--- src/rtl/fetch_pkg.sv ---
// rtl/fetch_pkg.sv - shared types and constants for the instruction-fetch stage
// Purpose: fetch FSM state encoding, the canonical NOP word and the PC increment.
// Ports: none (package).
package fetch_pkg;

  typedef enum logic [1:0] {
    IDLE = 2'd0,
    RUN  = 2'd1,
    HALT = 2'd2
  } fetch_state_t;

  localparam logic [31:0] INSTR_NOP = 32'h0000_0013;
  localparam int          PC_STEP   = 4;

endpackage

--- src/rtl/instr_store.sv ---
// rtl/instr_store.sv - DEPTH x XLEN instruction array, sync write, async read
// Purpose: program store loaded while the fetch stage is idle; contents are not reset.
// Ports:
//   clk    in  clock for the write port
//   we     in  write enable
//   waddr  in  word index written
//   wdata  in  word written
//   raddr  in  word index read (combinational)
//   rdata  out word at raddr
module instr_store #(
  parameter int XLEN  = 32,
  parameter int DEPTH = 8
) (
  input  logic                     clk,
  input  logic                     we,
  input  logic [$clog2(DEPTH)-1:0] waddr,
  input  logic [XLEN-1:0]          wdata,
  input  logic [$clog2(DEPTH)-1:0] raddr,
  output logic [XLEN-1:0]          rdata
);

  logic [XLEN-1:0] mem [DEPTH];

  always_ff @(posedge clk) begin
    if (we) begin
      mem[waddr] <= wdata;
    end
  end

  assign rdata = mem[raddr];

endmodule

--- src/rtl/instr_fetch.sv ---
// rtl/instr_fetch.sv - loadable instruction store with stepping/stalling/redirecting PC
// Purpose: presents one registered instruction per cycle to the decoder with a valid flag.
// Ports:
//   clk, rst (async, active-low)
//   load_en/load_addr/load_data  program load, honoured only in IDLE
//   run                          level: 1 = fetch, 0 = return to IDLE
//   stall                        downstream not ready, hold PC and outputs
//   redirect_valid/redirect_pc   taken branch/jump target (byte address)
//   instr_valid/instr/pc_out     registered fetch result (instr feeds the decoder)
//   fault                        sticky misaligned/out-of-range fetch
module instr_fetch
  import fetch_pkg::*;
#(
  parameter int              XLEN     = 32,
  parameter int              DEPTH    = 8,
  parameter logic [XLEN-1:0] RESET_PC = '0
) (
  input  logic                     clk,
  input  logic                     rst,
  input  logic                     load_en,
  input  logic [$clog2(DEPTH)-1:0] load_addr,
  input  logic [XLEN-1:0]          load_data,
  input  logic                     run,
  input  logic                     stall,
  input  logic                     redirect_valid,
  input  logic [XLEN-1:0]          redirect_pc,
  output logic                     instr_valid,
  output logic [XLEN-1:0]          instr,
  output logic [XLEN-1:0]          pc_out,
  output logic                     fault
);

  localparam int              AW   = $clog2(DEPTH);
  localparam logic [XLEN-1:0] STEP = XLEN'(PC_STEP);

  fetch_state_t    state_q, state_d;
  logic [XLEN-1:0] pc_q, pc_d;
  logic [XLEN-1:0] instr_d, pc_out_d;
  logic            valid_d, fault_d;
  logic [XLEN-1:0] rdata;

  // A PC is fetchable only if word-aligned and no bit above the store index is set.
  function automatic logic pc_ok(input logic [XLEN-1:0] a);
    return (a[1:0] == 2'b00) && (a[XLEN-1:AW+2] == '0);
  endfunction

  instr_store #(
    .XLEN  (XLEN),
    .DEPTH (DEPTH)
  ) u_store (
    .clk   (clk),
    .we    (load_en && (state_q == IDLE)),
    .waddr (load_addr),
    .wdata (load_data),
    .raddr (pc_q[AW+1:2]),
    .rdata (rdata)
  );

  always_ff @(posedge clk or negedge rst) begin
    if (!rst) begin
      state_q     <= IDLE;
      pc_q        <= RESET_PC;
      instr_valid <= 1'b0;
      instr       <= '0;
      pc_out      <= '0;
      fault       <= 1'b0;
    end else begin
      state_q     <= state_d;
      pc_q        <= pc_d;
      instr_valid <= valid_d;
      instr       <= instr_d;
      pc_out      <= pc_out_d;
      fault       <= fault_d;
    end
  end

  always_comb begin
    state_d  = state_q;
    pc_d     = pc_q;
    instr_d  = instr;
    pc_out_d = pc_out;
    valid_d  = instr_valid;
    fault_d  = fault;
    case (state_q)
      IDLE: begin
        if (run) begin
          state_d = RUN;
        end
      end
      RUN: begin
        if (!run) begin
          state_d = IDLE;
          valid_d = 1'b0;
          pc_d    = RESET_PC;
        end else if (redirect_valid) begin
          valid_d = 1'b0;
          if (!pc_ok(redirect_pc)) begin
            state_d = HALT;
            fault_d = 1'b1;
          end else begin
            pc_d = redirect_pc;
          end
        end else if (!stall) begin
          // After the last word pc has stepped past the store: halt rather than wrap.
          if (!pc_ok(pc_q)) begin
            state_d = HALT;
            fault_d = 1'b1;
            valid_d = 1'b0;
          end else begin
            instr_d  = rdata;
            pc_out_d = pc_q;
            valid_d  = 1'b1;
            pc_d     = pc_q + STEP;
          end
        end
      end
      HALT: begin
        valid_d = 1'b0;
        if (!run) begin
          state_d = IDLE;
          fault_d = 1'b0;
          pc_d    = RESET_PC;
        end
      end
      default: begin
        state_d = IDLE;
      end
    endcase
  end

endmodule

--- config.mk ---
export PLATFORM = sky130hd
export DESIGN_NAME = instr_fetch
export DESIGN_NICKNAME = d
export VERILOG_FILES = /design/src/rtl/fetch_pkg.sv /design/src/rtl/instr_store.sv /design/src/rtl/instr_fetch.sv
export SDC_FILE = /design/constraint.sdc
export NUM_CORES = 1
export LEC_CHECK = 0
export ABC_CLOCK_PERIOD_IN_PS = 4990
export CORE_AREA = 2 2 162 164
export DETAILED_ROUTE_END_ITERATION = 10
export DIE_AREA = 0 0 164 166
export PLACE_DENSITY = 0.79
export SYNTH_ARGS = -nofsm -noshare
export SYNTH_HDL_FRONTEND = slang
export SYNTH_SLANG_ARGS = --single-unit
--- constraint.sdc ---
create_clock -name clk -period 4.99 [get_ports clk]
set_clock_uncertainty 0.1 [all_clocks]
set_input_delay 1.497 -clock clk [delete_from_list [all_inputs] [get_ports clk]]
set_output_delay 1.497 -clock clk [all_outputs]
set_load 0.005 [all_outputs]
==> impl_metrics.csv <==
group,metric,value,unit
outcome,status,"finished clean",
grt,grt_usage,25.0,%
power_and_ir_drop,switchingPower,2.28,mW
setup_path,path_max_fanout,32,
sta,fin_tns_setup,0,ns
synth,yosysSeqAreaShare,70.8,%
sta,min_period_over_period,74.4,%
sta,setup_violations,0,
sta,timing.fmax,269,MHz
sta,rsz0062_at_grt,"false",
clock_network,h-tree-depth,2,
die,coreArea,0.0256,mm²
setup_path,cp_cell_sequence,"clkdlybuf4s50_1 > nand2_1 > o21ba_2 > a211o_1 > o22ai_1",
synth,ys_dominant_reg_cell,"edfxtp_1",
clock_network,ctsResizeCount,0,
hold_path,hold_path_class,"reg -> reg",
sta,fin_hold_ws,0.402,ns
route,firstDrtPassIters,5,
clock_network,clk_pin_slew,0.06,ns
die,die_h,166,µm
sta,slew_viol_final,0,
route,ant_nets,0,
setup_path,cp.required,5.26,ns
setup_path,critPathKind,"in -> reg",
layout,syn_to_final_growth,21.1,%
clock_network,tritoncts,"built",
die,die_w,164,µm
route,vias,8929,
sta,timing.slew.headroom,38.5,%
clock_network,clock_latency,0.52,ns
die,ios,139,
power_and_ir_drop,pwr-share-clk,33.4,%
grt,antenna_found_initial,2,
route,wl_per_cell,23.1,µm
power_and_ir_drop,switching_share,28.2,%
synth,syn_avg_cell_area,15.6,µm²
power_and_ir_drop,fin_total_pwr,8.10,mW
placed_design,dp_hpwl,19400,µm
clock_network,cts_buffers,37,
run,cap_viol_max_count,0,
placed_design,port_buffers,138,
die,core.rowCount,59,
setup_path,critPathSlowestCell,"o21ba_2",
setup_path,critPathLaunchType,"input port",
clock_network,cts.sinks,356,
clock_network,cts-root-buf,"clkbuf_16",
power_and_ir_drop,power_density,465,mW/mm²
sta,period_needed,3.71,ns
layout,drive_above_1_share,14.9,%
power_and_ir_drop,leakagePower,6.14,nW
layout,ff_latch_area,0.0102,mm²
layout,n_antenna_cell,0,
layout,nets,1148,
clock_network,ctsHoldBuffers,0,
sta,tightestPinTransition,0.922,ns
synth,synth_cell_type_count,56,
route,dr.first_iter.drc_count,791,
grt,grt_pass1_vias,9094,
synth,ys_warn_count,0,
layout,nFillCells,1694,
layout,multi_input_area,0.00394,mm²
power_and_ir_drop,power_frac_seq,44.9,%
power_and_ir_drop,comb_power_share,21.6,%
clock_network,post_cts_buffers,0,
route,wl,33200,µm
route,vias_per_cell,6.23,
power_and_ir_drop,internal_power,5.82,mW
setup_path,critPathArrivalTime,3.98,ns
synth,synth_enable_flop_cells,256,
clock_network,clockBufferDepth,3,
placed_design,gp_congestion,0.906,
setup_path,end_kind,"flop",
die,die_area,0.0272,mm²
synth,synth_nets,1000,
setup_path,crit_path_max_incr_delay,0.74,ns
sta,final-hold-violation-count,0,
power_and_ir_drop,ir_worst_vdd,0.448,mV
route,drc_errors,0,
die,initial_core_util,56.2,%
synth,synth_area,0.0144,mm²
synth,async_reset_ff_share,28.1,%
synth,syn_inst,923,
grt,grt_max_degree,51,
grt,overflow,0,
synth,synth_seq_cells,356,
grt,grt_pass1_wl,51600,µm
==> cells in the mapped netlist (all sizes together) (3+ instances only) <==
cell      n  area (µm²)
a211oi   15         118
a21oi    12        60.1
a221o     6        60.1
a221oi    8        70.1
a22o      6        52.6
a22oi     4        30.0
a31oi    34         213
a32oi     4        35.0
and2      3        18.8
and3      5        31.3
buf      20        98.8
clkbuf   35         131
dfrtp   100        2500
edfxtp  256        7690
ha        4        50.1
inv      27         101
mux2      4        45.0
mux4     64        1440
nand2    93         349
nand2b    5        31.3
nand3    13        65.1
nand4    13        81.3
nor2     64         240
nor2b    31         194
nor3     10        50.1
nor4     20         138
o211ai    3        22.5
o21ai     7        35.0
o22ai    20         125
o31a      5        43.8
o31ai     7        52.6
==> worst max-delay path: cells and delay by family <==
family | cells | cell delay, ns
AND/OR/NAND/NOR | 1 | 0.12
buffers and inverters | 1 | 0.70
AO/OA/AOI/OAI | 3 | 1.64
==> routing by layer <==
layer | track usage [%] | vias up | share of wire, %
met1 | 36.0 | 4484 | 40
li1 | - | 3908 | -
met3 | 5.24 | 60 | 9.5
met2 | 39.3 | 475 | 48
met5 | 0 | - | 0.036
met4 | 6.94 | 2 | 2.0
==> cell families after synthesis <==
logic type,share of synthesized area (%)
DFF,70.8
and+or+nand+nor,8.88
AOI/OAI and AO/OA,7.28
buffers and inverters,2.30
muxes,10.4
adders and majority gates,0.348
==> cell usage in the layout (no fill, tap or decap), types with 7 or more instances in the layout <==
cell             count
nand4_1             13
clkinv_1             8
clkbuf_1             8
clkdlybuf4s50_1    136
nand2_1             93
o21ai_0              7
a21oi_1             12
inv_1               27
dfrtp_1             97
a31oi_1             34
nor2_1              58
edfxtp_1           256
mux4_2              64
o22ai_1             20
nor3_1               8
a211oi_1            14
clkbuf_16           41
o31ai_1              7
nor2b_1             31
nand3_1             13
nor4_1              18
a221oi_1             8
buf_4               27
==> stage by stage <==
| step | utilization, % | cells | setup slack, ns | instance area, µm² |
|---|---|---|---|---|
| global placement | 63.3 | 1367 | 0.905 | 16200 |
| CTS | 68.0 | 1434 | 1.35 | 17400 |
| detailed placement | 63.3 | 1367 | 0.817 | 16200 |
| floorplan | - | 923 | 0.499 | 14400 |
| global route | 68.0 | 1434 | 1.14 | 17400 |
| finish | 68.0 | 1434 | 1.28 | 17400 |
==> layout make-up <==
| cell class | count | share of cell area, % |
|---|---|---|
| multi-input cells | 485 | 22.6 |
| flip-flops and latches | 356 | 58.5 |
| well taps | 335 | 2.41 |
| inverters | 27 | 0.582 |
| clock buffers | 51 | 6.18 |
| clock inverters | 16 | 0.739 |
| repair buffers | 164 | 9.00 |
==> final timing paths <==
kind | start | endpoint | slack (ns) | cells past startpoint
setup / recovery | run | pc_q[14]$_DFFE_PN0P_ | 1.28 | 5
setup reg to reg | pc_q[4]$_DFFE_PN0P_ | pc_q[29]$_DFFE_PN0P_ | 2.04 | 6
max in group asynchronous | rst | pc_out[29]$_DFFE_PN0P_ | 2.95 | 2
hold reg to reg | pc_out[21]$_DFFE_PN0P_ | pc_out[21]$_DFFE_PN0P_ | 0.40 | 1
hold / removal | pc_out[21]$_DFFE_PN0P_ | pc_out[21]$_DFFE_PN0P_ | 0.40 | 1
min in group asynchronous | rst | pc_q[0]$_DFFE_PN0P_ | 0.90 | 1
==> sequential cells by signal, summed over array words and instances (netlist names) <==
register,cells
state_q,2
instr,32
instr_valid,1
fault,1
pc_q,32
u_store.mem,256
pc_out,32
==> power by group through the flow <==
| stage | combinational, mW | sequential (mW) | clock, mW |
|---|---|---|---|
| finish | 1.75 | 3.64 | 2.71 |
| global placement | 1.69 | 3.68 | 0 |
| CTS | 1.76 | 3.63 | 2.75 |
| detailed placement | 1.74 | 3.69 | 0 |
| floorplan | 1.23 | 3.58 | 0 |
| global route | 1.91 | 3.67 | 2.86 |
Note: power is estimated with default switching activity, not from simulation.
